==> src/rtl/ahbl_apb3_bridge.sv <==
// AHB-Lite slave to APB3 master bridge.
// Each captured AHB-Lite NONSEQ/SEQ transfer becomes exactly one APB3 SETUP/ACCESS transfer.
// Every AHB and APB control output is a register updated together with the state, so no AHB
// input reaches HREADYOUT, HRESP, PSEL or PENABLE combinationally.
module ahbl_apb3_bridge #(
   parameter int unsigned ADDR_W  = 20,
   // Max ACCESS cycles spent waiting for PREADY; 0 waits forever, 1..255 are legal
   parameter int unsigned TIMEOUT = 0
) (
   input  logic              HCLK,
   input  logic              HRESETN,
   // AHB-Lite slave side
   input  logic              HSEL,
   input  logic [31:0]       HADDR,
   input  logic              HWRITE,
   input  logic [2:0]        HSIZE,
   input  logic [1:0]        HTRANS,
   input  logic [31:0]       HWDATA,
   input  logic              HREADY,
   output logic              HREADYOUT,
   output logic              HRESP,
   output logic [31:0]       HRDATA,
   // APB3 master side
   output logic              PSEL,
   output logic              PENABLE,
   output logic [ADDR_W-1:0] PADDR,
   output logic              PWRITE,
   output logic [31:0]       PWDATA,
   input  logic [31:0]       PRDATA,
   input  logic              PREADY,
   input  logic              PSLVERR
);

   typedef enum logic [2:0] {
      StIdle,
      StLatch,
      StSetup,
      StAccess,
      StDone,
      StErr1,
      StErr2
   } state_e;

   // Counter value on the last ACCESS cycle allowed before the transfer is abandoned
   localparam logic [7:0] TimeoutLast = (TIMEOUT == 0) ? 8'd0 : 8'(TIMEOUT - 1);

   state_e     state_q;
   logic [2:0] hsize_q;
   logic [7:0] to_cnt_q;

   logic capture;
   logic can_capture;
   logic timeout_hit;
   logic unused_bits;

   assign capture     = HSEL & HTRANS[1] & HREADY;
   assign can_capture = (state_q == StIdle) || (state_q == StDone) || (state_q == StErr2);
   assign timeout_hit = (TIMEOUT != 0) && (to_cnt_q == TimeoutLast) && !PREADY;

   // HSIZE is held for visibility only; the upper address bits and HTRANS[0] are not needed
   assign unused_bits = ^{HADDR, HTRANS[0], hsize_q};

   // Transfer FSM with all bus-facing outputs registered alongside the state
   always_ff @(posedge HCLK or negedge HRESETN) begin
      if (!HRESETN) begin
         state_q   <= StIdle;
         hsize_q   <= 3'd0;
         to_cnt_q  <= 8'd0;
         HREADYOUT <= 1'b1;
         HRESP     <= 1'b0;
         HRDATA    <= 32'd0;
         PSEL      <= 1'b0;
         PENABLE   <= 1'b0;
         PADDR     <= '0;
         PWRITE    <= 1'b0;
         PWDATA    <= 32'd0;
      end else begin
         case (state_q)
            StIdle, StDone, StErr2: begin
               PSEL    <= 1'b0;
               PENABLE <= 1'b0;
               HRESP   <= 1'b0;
               if (capture && can_capture) begin
                  state_q   <= StLatch;
                  PADDR     <= HADDR[ADDR_W-1:0];
                  PWRITE    <= HWRITE;
                  hsize_q   <= HSIZE;
                  HREADYOUT <= 1'b0;
               end else begin
                  // IDLE/BUSY or unselected cycles get a zero-wait OKAY
                  state_q   <= StIdle;
                  HREADYOUT <= 1'b1;
               end
            end

            StLatch: begin
               // HWDATA is valid in the first data-phase cycle
               if (PWRITE) begin
                  PWDATA <= HWDATA;
               end
               state_q   <= StSetup;
               PSEL      <= 1'b1;
               PENABLE   <= 1'b0;
               HREADYOUT <= 1'b0;
            end

            StSetup: begin
               state_q  <= StAccess;
               PENABLE  <= 1'b1;
               to_cnt_q <= 8'd0;
            end

            StAccess: begin
               if (PREADY) begin
                  if (!PWRITE) begin
                     HRDATA <= PRDATA;
                  end
                  PSEL    <= 1'b0;
                  PENABLE <= 1'b0;
                  if (PSLVERR) begin
                     state_q   <= StErr1;
                     HREADYOUT <= 1'b0;
                     HRESP     <= 1'b1;
                  end else begin
                     state_q   <= StDone;
                     HREADYOUT <= 1'b1;
                     HRESP     <= 1'b0;
                  end
               end else begin
                  if (to_cnt_q != 8'hFF) begin
                     to_cnt_q <= to_cnt_q + 8'd1;
                  end
                  if (timeout_hit) begin
                     // Abandon the APB transfer and report it as an AHB ERROR
                     state_q   <= StErr1;
                     PSEL      <= 1'b0;
                     PENABLE   <= 1'b0;
                     HREADYOUT <= 1'b0;
                     HRESP     <= 1'b1;
                  end
               end
            end

            StErr1: begin
               // Second cycle of the two-cycle ERROR response
               state_q   <= StErr2;
               PSEL      <= 1'b0;
               PENABLE   <= 1'b0;
               HREADYOUT <= 1'b1;
               HRESP     <= 1'b1;
            end

            default: begin
               state_q   <= StIdle;
               PSEL      <= 1'b0;
               PENABLE   <= 1'b0;
               HREADYOUT <= 1'b1;
               HRESP     <= 1'b0;
            end
         endcase
      end
   end

endmodule

==> config.mk <==
export PLATFORM = sky130hd
export DESIGN_NAME = ahbl_apb3_bridge
export DESIGN_NICKNAME = d
export VERILOG_FILES = /design/src/rtl/ahbl_apb3_bridge.sv
export SDC_FILE = /design/constraint.sdc
export NUM_CORES = 1
export LEC_CHECK = 0
export BUFFER_PORTS_ARGS = -buffer_cell sky130_fd_sc_hd__clkbuf_2
export CAP_MARGIN = 15
export CORE_UTILIZATION = 48
export DETAILED_ROUTE_END_ITERATION = 8
export PLACE_DENSITY = 0.88
export SLEW_MARGIN = 20
export SYNTH_ARGS = -nofsm -noshare
export SYNTH_HDL_FRONTEND = slang
export SYNTH_SLANG_ARGS = --single-unit
==> constraint.sdc <==
create_clock -name HCLK -period 4.2 [get_ports HCLK]
set_input_delay 0.63 -clock HCLK [delete_from_list [all_inputs] [get_ports HCLK]]
set_output_delay 0.63 -clock HCLK [all_outputs]
set_load 0.05 [all_outputs]
---- Yosys cells after proc, flatten, opt, wreduce, memory -nomap -nowiden ----
Index checks and enable logic that the tools add are counted.
word-level totals
  word-level logic and storage cells ...... 46
  output and inout bits ................... 89
  bits of input ports ..................... 108
  register bits ........................... 92
operators by class
  reduce and logical (&&, ||, !) cells .... 11
  muxes and demuxes ....................... 14
  eq/ne operators ......................... 7
  bitwise gates (word level) .............. 5
operators by type and width
  kind                number
  $pmux 3 s5          1
  $eq 3x3->1 const B  3
  $mux 1              8
  $reduce_and 2->1    4
  $eq 3x2->1 const B  2
  $pmux 1 s3          2
  $pmux 1 s4          1
  $eq 3x1->1 const B  1
  $logic_not 3->1     1
  $mux 3              1
  $not 1->1           3
  $reduce_and 3->1    1
  $reduce_or 3->1     1
  $and 1x1->1         2
  $logic_or 1x1->1    2
  $ne 2x2->1 const B  1
  $pmux 1 s2          1
  $reduce_or 2->1     1
  $logic_and 1x1->1   1

---- Logic depth before layout (Yosys ltp) ----
  word-level depth ........................ 6
  mapped depth ............................ 6
  gate-level depth less buffers ........... 3

---- Least setup slack after synthesis ----
OpenSTA, ideal clock, no wires.
  kind .................................... register to register
  start point ............................. reg PWRITE
  end point ............................... reg PWDATA[10]
  period minus slack after synthesis ...... 1725 ps
  data required time ...................... 4075 ps
  arrival ................................. 1600 ps
  path buffers ............................ 2
  stages on the path, launching flop included .. 5
  library setup time ...................... 125 ps
  slack ................................... 2475 ps
  cells stage by stage .................... dfrtp_1 and4bb_2 clkbuf_2 buf_4 mux2_2
between the ends
  cells in the longest elaborated chain, start to end .. 1
ends and longest elaborated chain
  item                        RTL line  text
  from (decl)                 27        output logic PWRITE,
  from (signal assigned)      75        PWRITE <= 1'b0;
  from (signal assigned)      86        PWRITE <= HWRITE;
  $reduce_and 2->1 (no line)  n/a
  to (signal assigned)        76        PWDATA <= 32'd0;
  to (signal assigned)        99        PWDATA <= HWDATA;
  to (decl)                   28        output logic [31:0] PWDATA,
No other way between the ends.
A chain may end at the register's enable or synchronous reset.

---- Final worst setup path ----
  start point ............................. reg state_q[1]
  end point ............................... reg PWDATA[2]
between the ends
  cells in the longest elaborated chain, start to end .. 2
ends and longest elaborated chain
  item                        RTL line  text
  from (decl)                 47        state_e state_q;
  from (signal assigned)      66        state_q <= StIdle;
  from (signal assigned)      84        state_q <= StLatch;
  from (signal assigned)      91        state_q <= StIdle;
  $eq 3x1->1                  78        case (state_q)
  $reduce_and 2->1 (no line)  n/a
No other way between the ends.

==> results.yml <==
cts:
  ctsHoldBuffers: 0
  post_cts_buffers: 0
  cts_tree: "built"
  cts_resized: 0
  path_clk_slew_ns: 0.09
  root_buffer: "clkbuf_8"
  cts-buffers-inserted: 9
  cts_htree_levels: 3
  clk_path_buf_depth: 2
  clk_latency_ns: 0.34
  cts.sinks: 92
sta:
  finalSetupViolations: 0
  skew_ns: 0.0110
  hold_viol: 0
  drv_slew: 0
  slew_headroom: 0.455
  setup_tns_ns: 0
  worstMarginPinSlew_ns: 0.817
  rsz0062_at_grt: "no"
  finalCritPeriodShare: 0.474
  max_freq_mhz: 503
  min_period_ns: 1.99
  hold_slack_ns: 0.341
floorplanning:
  die-width_um: 88.2
  die_h_um: 88.2
  die-area_um2: 7770
  row_count: 31
  initial_core_util: 0.494
  coreArea_um2: 7210
  ios: 197
global_routing:
  grt_max_degree: 62
  overflow: 0
  antenna_found_initial: 0
  grt_pass1_vias: 2387
  grt_first_pass_wirelength_um: 10800
  grtUsageTotal: 0.185
synth:
  syn_area_um2: 3560
  synth.distinct_cells: 28
  syn_nets: 324
  synth_top_area_cell: "dfrtp_1"
  synthTopCellsByArea: "dfrtp_1, mux2_2, buf_4, buf_6, mux2_1"
  synth_top_area_frac: 0.639
  syn_area_per_cell_um2: 16.5
  ys_warn_count: 0
  synth-seq-cells: 92
  ys_seq_area_frac: 0.646
  postSynthCellCount: 216
drt:
  via_per_inst: 4.84
  drtAntennaViolNets: 0
  vias: 2423
  first_pass_iters: 6
  route.detailed.drc: 0
  wl_per_cell_um: 14.3
  wirelength_um: 7140
  drt_iter0_drc: 82
worst_setup_path:
  path_buf_inv: 0
  critPathTopFamily: "simple AND/OR/NAND/NOR gates"
  reg2reg_slack_ns: 2.21
  slowest_stage: "and4bb_2"
  critical_path_peak_fanout: 32
  worstSetupStartpointType: "flip-flop"
  rr_worst_depth: 2
  end_kind: "flip-flop"
  reg2reg_from: "state_q[1]$_DFFE_PN0P_"
  worstPathArrival_ns: 2.22
  required_ns: 4.43
  r2r-end: "PWDATA[2]$_DFFE_PN0P_"
  worstSetupPathType: "reg -> reg"
  critPathMaxStageDelay_ns: 0.92
  worstPathCellList: "and4bb_2 -> mux2_2"
job:
  max_cap_violations: 0
placement:
  place_hpwl_um: 5390
  dp.cells: 485
  place.port_buffers: 180
  place_congestion: 0.738
outcome:
  status: "complete, no violations"
final_layout:
  final_cells: 501
  seq_area_um2: 2300
  antenna_cells: 0
  syn_to_final_growth_pct: 31.6
  multi_input_area_um2: 1160
  drive_above_1_share: 0.714
  fill_cells: 576
  final_common_cell: "clkbuf_2"
  post-route-util: 0.650
  nets: 505
  final_cell_mix: "clkbuf_2, dfrtp_1, mux2_2"
min_path:
  hold_path_class: "in -> async"
-- through the flow --
step                setup slack [ns]  instance area [um^2]
floorplan                       2.48                  3560
global placement                2.21                  4510
detailed placement              2.14                  4510
CTS                             2.19                  4690
global route                    2.11                  4690
finish                          2.21                  4690
-- final cells by class --
| type | count | area share |
|---|---|---|
| clock buffer | 11 | 0.0302 |
| clock inverter | 5 | 0.00774 |
| multi-input combinational | 111 | 0.247 |
| sequential | 92 | 0.491 |
| tap | 99 | 0.0264 |
| timing repair buffer | 183 | 0.197 |
-- worst max-delay path by stage --
stage                                 from                     end  slack, ns  cells past startpoint
detailed placement                  HREADY   PADDR[19]$_DFFE_PN0P_       2.14                      5
CTS                 state_q[1]$_DFFE_PN0P_   PWDATA[2]$_DFFE_PN0P_       2.19                      2
global route        state_q[1]$_DFFE_PN0P_  PWDATA[27]$_DFFE_PN0P_       2.11                      2
finish              state_q[1]$_DFFE_PN0P_   PWDATA[2]$_DFFE_PN0P_       2.21                      2
global placement                    HREADY   PADDR[15]$_DFFE_PN0P_       2.21                      5
floorplan               PWRITE$_DFFE_PN0P_  PWDATA[10]$_DFFE_PN0P_       2.48                      4
-- sequential cells by signal, indices dropped and copies added (netlist names) --
register   cells
HREADYOUT      1
HRDATA        32
PWDATA        32
PENABLE        1
PSEL           1
HRESP          1
PWRITE         1
state_q        3
PADDR         20
-- kinds of logic (layout without fill, tap and decap cells) --
| family | Yosys count | in the layout | share of synthesized area |
|---|---|---|---|
| and+or+nand+nor | 16 | 16 | 0.0365 |
| AOI/OAI and AO/OA | 9 | 9 | 0.0162 |
| buffers and inverters | 13 | 199 | 0.0295 |
| muxes | 86 | 86 | 0.271 |
| DFF | 92 | 92 | 0.646 |
-- cell usage after synthesis --
cell type,n
nand4b_1,1
and2_1,1
buf_4,6
a21oi_1,4
buf_2,2
nor2b_1,1
a32oi_1,1
buf_6,4
mux2_2,82
o21bai_1,1
a21boi_0,1
or2_2,1
dfrtp_1,91
and4bb_2,1
clkbuf_2,1
nand2_1,2
dfstp_2,1
mux2_1,3
nand3_1,1
mux2i_1,1
o22ai_1,1
nand2_4,1
and3b_1,1
nor2_1,2
a211oi_1,1
nand2b_1,2
nand2b_4,1
nor4b_4,1
-- metal layers --
metal  wire (um)  GRT usage  vias to the layer above  share of wire
li1            -          -                     1120              -
met1        2850      0.209                     1171           0.40
met2        3600      0.324                      119           0.50
met3         584     0.0556                       13          0.082
met4         110     0.0762                        0          0.015
met5           0          0                        -              0
Power is left out: the tool's default activity adds up to more than one toggle a clock period on the data nets, which glitch-free logic cannot reach.
